`src/rtl/mem_wb_skid_reg.sv`:
```
// MEM->WB pipeline register with valid/ready handshake and a 2-entry skid buffer.
// mem_ready is a flop, so MEM never sees a combinational path from wb_ready.
module mem_wb_skid_reg #(
  parameter int XLEN    = 32,
  parameter int RD_W    = 5,
  parameter int WBSEL_W = 2,
  parameter int CNT_W   = 32
) (
  input  logic               clk,
  input  logic               rst,
  input  logic               flush,
  input  logic               mem_valid,
  output logic               mem_ready,
  input  logic               mem_NoP_en,
  input  logic               mem_RegWEn,
  input  logic [RD_W-1:0]    mem_rd,
  input  logic [WBSEL_W-1:0] mem_WBSel,
  input  logic [XLEN-1:0]    mem_pc,
  input  logic [XLEN-1:0]    mem_ALU_out,
  input  logic [XLEN-1:0]    mem_ReadData,
  output logic               wb_valid,
  input  logic               wb_ready,
  output logic               wb_NoP_en,
  output logic               wb_RegWEn,
  output logic [RD_W-1:0]    wb_rd,
  output logic [WBSEL_W-1:0] wb_WBSel,
  output logic [XLEN-1:0]    wb_pc,
  output logic [XLEN-1:0]    wb_ALU_out,
  output logic [XLEN-1:0]    wb_ReadData,
  output logic [CNT_W-1:0]   retire_cnt,
  output logic [CNT_W-1:0]   bubble_cnt
);

  typedef struct packed {
    logic               nop;
    logic               regwen;
    logic [RD_W-1:0]    rd;
    logic [WBSEL_W-1:0] wbsel;
    logic [XLEN-1:0]    pc;
    logic [XLEN-1:0]    alu;
    logic [XLEN-1:0]    rdata;
  } entry_t;

  entry_t           main_r;
  entry_t           skid_r;
  entry_t           main_nxt_s;
  entry_t           skid_nxt_s;
  entry_t           in_s;
  logic             main_valid_r;
  logic             skid_valid_r;
  logic             mem_ready_r;
  logic             main_valid_nxt_s;
  logic             skid_valid_nxt_s;
  logic             accept_s;
  logic             consume_s;
  logic             retire_s;
  logic             bubble_s;
  logic [CNT_W-1:0] retire_cnt_r;
  logic [CNT_W-1:0] bubble_cnt_r;

  // Pack the incoming MEM entry and derive handshake events.
  always_comb begin
    in_s.nop    = mem_NoP_en;
    in_s.regwen = mem_RegWEn;
    in_s.rd     = mem_rd;
    in_s.wbsel  = mem_WBSel;
    in_s.pc     = mem_pc;
    in_s.alu    = mem_ALU_out;
    in_s.rdata  = mem_ReadData;
    accept_s    = mem_valid & mem_ready_r;
    consume_s   = main_valid_r & wb_ready;
    retire_s    = consume_s & ~main_r.nop;
    bubble_s    = wb_ready & (~main_valid_r | main_r.nop);
  end

  // Next-state logic for the (main, skid) occupancy pair and payloads.
  always_comb begin
    main_nxt_s       = main_r;
    skid_nxt_s       = skid_r;
    main_valid_nxt_s = main_valid_r;
    skid_valid_nxt_s = skid_valid_r;
    if (flush) begin
      main_valid_nxt_s = 1'b0;
      skid_valid_nxt_s = 1'b0;
    end else begin
      case ({main_valid_r, skid_valid_r})
        2'b00: begin
          if (accept_s) begin
            main_nxt_s       = in_s;
            main_valid_nxt_s = 1'b1;
          end else begin
            main_valid_nxt_s = 1'b0;
          end
        end
        2'b10: begin
          if (accept_s && consume_s) begin
            main_nxt_s = in_s;
          end else if (accept_s) begin
            skid_nxt_s       = in_s;
            skid_valid_nxt_s = 1'b1;
          end else if (consume_s) begin
            main_valid_nxt_s = 1'b0;
          end else begin
            main_valid_nxt_s = 1'b1;
          end
        end
        2'b11: begin
          if (consume_s) begin
            main_nxt_s       = skid_r;
            skid_valid_nxt_s = 1'b0;
          end else begin
            skid_valid_nxt_s = 1'b1;
          end
        end
        // (0,1) cannot occur; fall back to empty if it ever does.
        default: begin
          main_valid_nxt_s = 1'b0;
          skid_valid_nxt_s = 1'b0;
        end
      endcase
    end
  end

  // State, payload and ready registers.
  always_ff @(posedge clk or posedge rst) begin
    if (rst) begin
      main_r       <= '0;
      skid_r       <= '0;
      main_valid_r <= 1'b0;
      skid_valid_r <= 1'b0;
      mem_ready_r  <= 1'b1;
    end else begin
      main_r       <= main_nxt_s;
      skid_r       <= skid_nxt_s;
      main_valid_r <= main_valid_nxt_s;
      skid_valid_r <= skid_valid_nxt_s;
      mem_ready_r  <= ~skid_valid_nxt_s;
    end
  end

  // Retire and bubble counters; wrap naturally and ignore flush.
  always_ff @(posedge clk or posedge rst) begin
    if (rst) begin
      retire_cnt_r <= '0;
      bubble_cnt_r <= '0;
    end else begin
      if (retire_s) begin
        retire_cnt_r <= retire_cnt_r + {{(CNT_W-1){1'b0}}, 1'b1};
      end
      if (bubble_s) begin
        bubble_cnt_r <= bubble_cnt_r + {{(CNT_W-1){1'b0}}, 1'b1};
      end
    end
  end

  // Stale payload is masked by the valid bit so forwarding sees no write.
  assign mem_ready   = mem_ready_r;
  assign wb_valid    = main_valid_r;
  assign wb_NoP_en   = ~main_valid_r | main_r.nop;
  assign wb_RegWEn   = main_valid_r & ~main_r.nop & main_r.regwen;
  assign wb_rd       = main_r.rd;
  assign wb_WBSel    = main_r.wbsel;
  assign wb_pc       = main_r.pc;
  assign wb_ALU_out  = main_r.alu;
  assign wb_ReadData = main_r.rdata;
  assign retire_cnt  = retire_cnt_r;
  assign bubble_cnt  = bubble_cnt_r;

endmodule

```
`config.mk`:
```
export PLATFORM = sky130hd
export DESIGN_NAME = mem_wb_skid_reg
export DESIGN_NICKNAME = d
export VERILOG_FILES = /design/src/rtl/mem_wb_skid_reg.sv
export SDC_FILE = /design/constraint.sdc
export NUM_CORES = 1
export LEC_CHECK = 0
export ABC_AREA = 1
export CORE_MARGIN = 3
export CORE_UTILIZATION = 56
export DETAILED_ROUTE_END_ITERATION = 6
export PLACE_DENSITY_LB_ADDON = 0.25
export SYNTH_ARGS = -nofsm -noshare
export SYNTH_HDL_FRONTEND = slang
export SYNTH_SLANG_ARGS = --single-unit
```
`constraint.sdc`:
```
create_clock -name clk -period 15.69 [get_ports clk]
set_input_delay 3.138 -clock clk [delete_from_list [all_inputs] [get_ports clk]]
set_output_delay 3.138 -clock clk [all_outputs]
set_load 0.03 [all_outputs]
```
# Word level (Yosys, flattened, before mapping)
# Index checks and enable logic that the tools add are counted.
# classes
n_addsub	2
n_eq_ne	8
mux	14
bitwise	12
reduce_logical	6
# op_table
op	n
$mux W105	3
$pmux W105 S3	1
$add A32 B1 Y32 const B	2
$mux W1	8
$ne A2 B2 Y1 const B	4
$and A1 B1 Y1	6
$ne A3 B3 Y1 const B	2
$pmux W1 S3	2
$not A1 Y1	5
$reduce_and A5 Y1	1
$eq A2 B2 Y1 const B	2
$reduce_and A4 Y1	1
$reduce_and A3 Y1	1
$reduce_bool A3 Y1	1
$logic_not A2 Y1	1
$logic_and A1 B1 Y1	1
$or A1 B1 Y1	1
# word_totals
regBits	277
in_bits	110
output_inout_bits	171
elab_cells	61

# Depth between registers and ports, before layout
# Gate-level depths: netlist of run 1.
# depth
depth_word	6
mapped_depth	8
depth_no_buf	8

# Worst setup path after synthesis of run 1
# No wires, ideal clock.
# synth_path
path_type	register -> output
start	reg main_valid_r, in the netlist wb_valid
end	out wb_RegWEn
arrival_time_ps	1362
required_ps	12552
setup_slack_ps	11190
path_stages_with_launch	3
path_buffers	0
cell_sequence	dfrtp_1 nand2_1 nor2_1
# synth_between
elab_chain_cells	2
# synth_rtl
item	line_no	source
from (decl)	49	logic main_valid_r;
from (signal assigned)	135	main_valid_r <= main_valid_nxt_s;
$and A1 B1 Y1 (2 in series)	160	assign wb_RegWEn = main_valid_r & ~main_r.nop & main_r.regwen;
to (decl)	24	output logic wb_RegWEn,
# Every way passes these cells.

# Worst setup path in the final report of run 1
# layout_path
start	in wb_ready
end	reg main_r, in the netlist wb_ReadData[25]
# layout_between
elab_chain_cells	4
word_cells_on_any_way	5
cone_classes	eq/ne (2); bitwise (1); reduce/logical (2)
# layout_rtl
item	line_no	source
from (decl)	22	input logic wb_ready,
$and A1 B1 Y1 *	71	consume_s = main_valid_r & wb_ready;
$logic_and A1 B1 Y1	96	if (accept_s && consume_s) begin
$ne A2 B2 Y1 (no source line)	n/a	
$reduce_and A5 Y1 (no source line) *	n/a	
to (signal assigned)	133	main_r <= main_nxt_s;
to (decl)	44	entry_t main_r;
# Every way passes the cells marked *; elsewhere a longest branch is shown, timed or not.
# A chain may end at the register's enable or synchronous reset.

==> results.md, run 1 <==
- Status: completed
- Syn avg cell area: 7.97 um^2
- Post-cts resize count: 0
- Grt ovf: 0
- Hold Vio Cnt, Final: 0
- First DRT Iteration DRCs: 927
- Area leader, netlist: dfrtp_1
- DRC violations left: 0
- Initial Util: 57.4%
- Most used flip-flop cell after synthesis: dfrtp_1
- Main area contributors after synthesis: dfrtp_1 51%, nand2_1 14%, o21ai_0 11%, inv_1 7.0%, buf_4 6.3%
- Setup CP Type: in2reg
- Sequential share of power: 42.6%
- Comb pwr share: 22.4%
- Post-CTS Setup Inserts: 0
- Switching Share: 29.8%
- NumNets Final: approximately 2000
- Met3 Use GR: 5.13%
- FMAX: 177 MHz
- H-tree levels: 1
- Post-Route WL: 31900 um
- Worst Hold Path Cells: 2
- Clock slew seen by the registers of the worst setup and hold paths: 60 ps
- Switching power: 644 uW
- HPWL after detailed placement: 21100 um
- Die area: 26100 um^2
- Yosys cell types: 30
- Async SR Flop Fraction: 100%
- R2R Path End: wb_ReadData[25]
- Clk Latency, worst-skew pair: 530 ps
- Fin crit share: 36.0%
- Most frequent cells in the layout: 498 x nand2_1, 308 x o21ai_0, 280 x clkdlybuf4s50_1
- CP Launch Type: input port
- Yosys reg bits: 277
- CTS Buf Count: 29
- Vias in the first global route: 10700
- Arrival @ worst endpoint: 6000 ps
- CP Data Required Time: 16050 ps
- Via Count: 11000
- Pin count of the biggest net entering global routing: 138
- Synth top area share: 51.0%
- Min-Delay Path Class: reg2reg
- CTS tree: yes
- CP Capture Type: flop
- IO Pins: 281
- CTS Buffer Depth: 3
- Vias per inst: 5.05
- Reg-to-reg slack, setup: 12180 ps
- Worst Setup SP: wb_ready
- Post-CTS Hold Buffers: 0
- Antenna Nets Post-Route: 0
- Syn nets: 1813
- Clock Sink Count: 277
- Grt met1 use: about 32%
- Seq/Total Area, Yosys: 51.1%
- Wire per inst: 14.6 um
- Commonest non-fill, non-tap cell in the layout: nand2_1
- Chip width: 162 um
- Fin. max-slew vios: 0
- Cell Pwr Density: 129 nW/um^2
- Post-layout min period: ~5600 ps
- Worst-path fanout max: 112
- Port Buffer Count: 280
- First-pass GRT wire length: 52400 um
- Fraction of layout instances using a drive strength above 1: 4.07%
- Gr usage total: 24.2%
- Number of flops mapped to enable cells by yosys: 0
- LEAKAGE: 0.00784 uW
- Die Y: about 160 um
- Met2 usage: 40.0%
- Slew HR: roughly 29%
- Worst r2r src: wb_valid
- Clock share of power: 35.0%
- # rows: 56
- Finish-stage setup viols: 0
- VDD IR-drop max: roughly 0.085 mV
- Least-Margin Pin Slew: around 1100 ps
- Unrepaired setup endpoints after global routing: no
- Layout Skew: 11.6 ps
- Final TNS setup: 0 ps
- Synth warn: 0
- R2R cell count: 5
- DRT Pass-1 Iters: 5
- Mapped Cells: 1701
- Area grow syn2layout: 23.8%
- Core area: between 20000 and 25000 um^2
- Gr busiest metal: met2
- Initial antenna violation count: 4
- Netlist area before placement: 13600 um^2
- CTS Root Cell: clkbuf_16
- Overall Power: 2160 uW
- Max-cap violations: 0
- Critical path capture point: wb_ReadData[25]
- Cell-internal power: 1520 uW
- Placer Congestion: 0.898
area by class of cell:
cell class	count	area (um^2)
Antenna cell	1	2.50
Timing Repair Buffer	286	2850
Tap cell	319	399
Fill cell	1860	6830
Clock buffer	38	840
Inverter	254	961
Sequential cell	277	6930
Clock inverter	14	231
Multi-Input combinational cell	998	4570
worst min-delay path by stage:
stage / from / slack (ps) / end
5_1_grt: bubble_cnt[31] / 540 / bubble_cnt[31]
4_1_cts: bubble_cnt[31] / 500 / bubble_cnt[31]
6_report: bubble_cnt[31] / 490 / bubble_cnt[31]
2_1_floorplan: wb_pc[1] / 500 / wb_pc[1]
3_3_place_gp: bubble_cnt[31] / 480 / bubble_cnt[31]
3_5_place_dp: bubble_cnt[31] / 480 / bubble_cnt[31]
state kept, by name (all words and copies together) (netlist names):
register	count
wb_pc	32
skid_r	105
mem_ready	1
wb_ReadData	32
skid_valid_r	1
bubble_cnt	32
wb_WBSel	2
retire_cnt	32
wb_rd	5
wb_valid	1
wb_ALU_out	32
main_r	2
power by group through the flow:
stage               sequential (uW)  combinational [uW]  clock (uW)
detailed placement              932                 483           0
global route                    935                 532         800
floorplan                       937                 331           0
global placement                929                 469           0
finish                          922                 484         756
CTS                             921                 489         768
metrics by stage:
step	utilization (%)	instance area [um^2]	setup WS, ps	hold WS (ps)	cells
2_1_floorplan	-	13600	4920	499	1701
3_3_place_gp	66.5	15700	9660	479	2134
3_5_place_dp	66.5	15700	9560	479	2134
4_1_cts	71.1	16800	10100	498	2186
5_1_grt	71.1	16800	9730	539	2187
6_report	71.1	16800	10040	490	2187
cells by family after synthesis:
| kind of cell | synth area share, % |
|---|---|
| compound gates | 11.8 |
| xor+xnor | 2.13 |
| fa+ha+maj | 0.185 |
| buf+inv | 15.3 |
| flops | 51.1 |
| simple gates | 19.5 |
critical path, stage by stage:
cell             delay (ps)
clkdlybuf4s50_1         520
inv_1                    70
nand2_1                 160
and3b_4                 900
buf_4                   890
o21ai_0                 200
per-layer routing:
metal | wire (um) | vias up | part of all wire, %
met1 | 13400 | 5213 | 42
met4 | 1150 | 6 | 3.6
met3 | 2180 | 66 | 6.8
met2 | 15100 | 339 | 47
met5 | 44 | - | 0.14
li1 | - | 5412 | -
cells in the mapped netlist, types with 2 or more instances:
master	n
o21ai_0	308
clkbuf_1	20
nand3b_1	19
dfrtp_1	276
inv_1	253
xnor2_1	15
buf_4	113
ha_1	2
nand4_1	7
o21ai_1	9
nand3_1	20
buf_2	38
nor2_2	4
nor3_1	2
a21oi_1	2
xor2_1	18
nor2_4	4
nand2_1	499
nand3_4	2
nor2_1	80
(Power assumes the default switching activity.)
==> run 2, diff against run 1 <==
CORE_UTILIZATION = 52   (was 56)
clock period = 5.54 ns   (was 15.69 ns; I/O delays follow)
==> run 2 against run 1 <==
  * Sequential cell count stayed put
  * Worst hold slack better by 8.4 ps
  * Total power grew to 2.7 times the previous value
  * Combinational power grew to 2.8 times the previous value
  * Final area is 0.49% lower
  * Sequential power grew to 2.8 times the previous value
  * Clock power grew to 2.5 times the previous value
==> results.md, run 2 (same netlist as run 1, synthesis figures left out) <==
- CTS Root Cell: clkbuf_16 (unchanged)
- Critical path's slowest cell: clkdlybuf4s50_1 (was and3b_4)
- Vias in the first global route: 10600 (was 10700)
- Grt ovf: 0 (unchanged)
- First DRT Iteration DRCs: 972 (was 927)
- Post-layout min period: 3200 ps
- Placer Congestion: 0.871 (was 0.898)
- Initial Util: 53.4% (was 57.4%)
- Gr usage total: 22.4% (was 24.2%)
- Reg-to-reg slack, setup: 2560 ps (was 12180 ps)
- Diodes inserted: 0 (was 1)
- H-tree levels: 1 (unchanged)
- Clock Sink Count: 277 (unchanged)
- Fin crit share: 57.8%
- IO Pins: 281 (unchanged)
- DRT Pass-1 Iters: 6 (was 5)
- Post-cts resize count: 0 (unchanged)
- FMAX: 312 MHz
- Post-CTS Setup Inserts: 0 (unchanged)
- CTS Buffer Depth: 3 (unchanged)
- Antenna Nets Post-Route: 0 (unchanged)
- Setup CP Type: reg2out (was in2reg)
- Worst-path fanout max: 6 (was 112)
- CTS Buf Count: 29 (unchanged)
- WHS Endpoint: bubble_cnt[31] (unchanged)
- Unrepaired setup endpoints after global routing: no (unchanged)
- Core Util, Final: 65.7% (was 71.1%)
- Hold Vio Cnt, Final: 0 (unchanged)
- R2R cell count: 5 (unchanged)
- Arrival @ worst endpoint: 2100 ps (was 6000 ps)
- Worst Hold Path Cells: 2 (unchanged)
- Clock slew seen by the registers of the worst setup and hold paths: 60 ps (about the same)
- Port Buffer Count: 280 (unchanged)
- Die Y: 167 um (was 162 um)
- Vias per inst: 5.02 (was 5.05)
- R2R Path End: wb_ReadData[18] (was wb_ReadData[25])
- Post-Route WL: 32000 um (was 31900 um)
- Slew HR: 33.1% (was 29.0%)
- Least-Margin Pin Slew: 1000 ps (was 1070 ps)
- Status: completed (unchanged)
- Die area: 28000 um^2 (was 26100 um^2)
- Max reg flops: 105 (unchanged)
- DRC violations left: 0 (unchanged)
- CP Data Required Time: 4430 ps (was 16050 ps)
- LEAKAGE: 0.00779 uW (was 0.00784 uW)
- Fin. max-slew vios: 0 (unchanged)
- NumNets Final: 1960 (was 1958)
- Layout Skew: 13.0 ps (was 11.6 ps)
- Chip width: 167 um (was 162 um)
- Commonest non-fill, non-tap cell in the layout: nand2_1 (unchanged)
- Overall Power: 5880 uW (was 2160 uW)
- Final TNS setup: 0 ps (unchanged)
- Pin count of the biggest net entering global routing: 152 (was 138)
- Fraction of layout instances using a drive strength above 1: 4.06% (was 4.07%)
- Min-Delay Path Class: reg2reg (unchanged)
- Via Count: 11100 (was 11000)
- Crit-path cells: nand2_1 -> nor2_1 -> clkdlybuf4s50_1 (was clkdlybuf4s50_1 -> inv_1 -> nand2_1 -> and3b_4 -> buf_4 -> o21ai_0)
- CTS tree: yes (unchanged)
- Core area: 25400 um^2 (was 23600 um^2)
- Post-CTS Hold Buffers: 0 (unchanged)
- CP Launch Type: flop (was input port)
- # rows: 58 (was 56)
- Reg with most FFs: skid_r (unchanged)
- Max-cap violations: 0 (unchanged)
- CP Capture Type: output pin (was flop)
- HPWL after detailed placement: 21500 um (was 21100 um)
- Most frequent cells in the layout: 498 x nand2_1, 308 x o21ai_0, 280 x clkdlybuf4s50_1 (unchanged)
- First-pass GRT wire length: 53000 um (was 52400 um)
- Worst r2r src: wb_valid (unchanged)
- VDD IR-drop max: 0.256 mV (was 0.0851 mV)
- Wire per inst: 14.5 um (was 14.6 um)
- Clk Latency, worst-skew pair: 540 ps (was 530 ps)
- Initial antenna violation count: 1 (was 4)
- Cell Pwr Density: 352 nW/um^2 (was 129 nW/um^2)
- Worst hold start: bubble_cnt[31] (unchanged)
- Area grow syn2layout: 23.2% (was 23.8%)
- Slowest cell delay on critical path: 750 ps (was 900 ps)
- Finish-stage setup viols: 0 (unchanged)
## run 2: how the worst max path moves through the flow
stage / from / end / slack, ps / cells past startpoint
CTS: wb_valid / wb_RegWEn / 2290 / 3
global route: wb_valid / wb_ReadData[4] / 2140 / 6
floorplan: rst / bubble_cnt[0] / 770 / 1
global placement: wb_ready / wb_ReadData[14] / 2040 / 6
finish: wb_valid / wb_RegWEn / 2340 / 3
detailed placement: wb_ready / wb_ReadData[11] / 1950 / 6
## run 2: critical path, delay by kind of cell, from the launching register on
kind	cells	cell delay (ps)
buffers and inverters	1	750
DFF	1	470
and+or+nand+nor	2	330
## run 2: metrics by stage
stage | hold slack [ps] | worst slack (ps) | instance area (um^2) | cells
detailed placement | 490 | 1950 | 15800 | 2147
finish | 499 | 2340 | 16700 | 2201
floorplan | 499 | 767 | 13600 | 1701
global placement | 479 | 2040 | 15800 | 2147
CTS | 505 | 2290 | 16700 | 2201
global route | 548 | 2140 | 16700 | 2201
## run 2: metal layers
| layer | up-vias | global-route usage (%) | part of all wire (%) |
|---|---|---|---|
| met4 | 2 | 5.30 | 2.1 |
| met2 | 326 | 36.3 | 47 |
| met3 | 49 | 4.01 | 6.7 |
| met5 | - | 0 | 0.028 |
| met1 | 5258 | 31.9 | 45 |
| li1 | 5419 | - | - |
## run 2: where the power goes
part	internal, uW	switching [uW]	total (uW)
combinational	546	818	1360
sequential	2410	201	2610
clock	1100	801	1900
total	4060	1820	5880
## run 2: cell type report
type / instances / area, um^2
clock inverter: 13 / 100
fill: 2090 / 8700
tap: 330 / 413
clock buffer: 41 / 841
multi-input combinational: 998 / 4570
sequential: 277 / 6930
timing repair buffer: 288 / 2890
inverter: 254 / 957
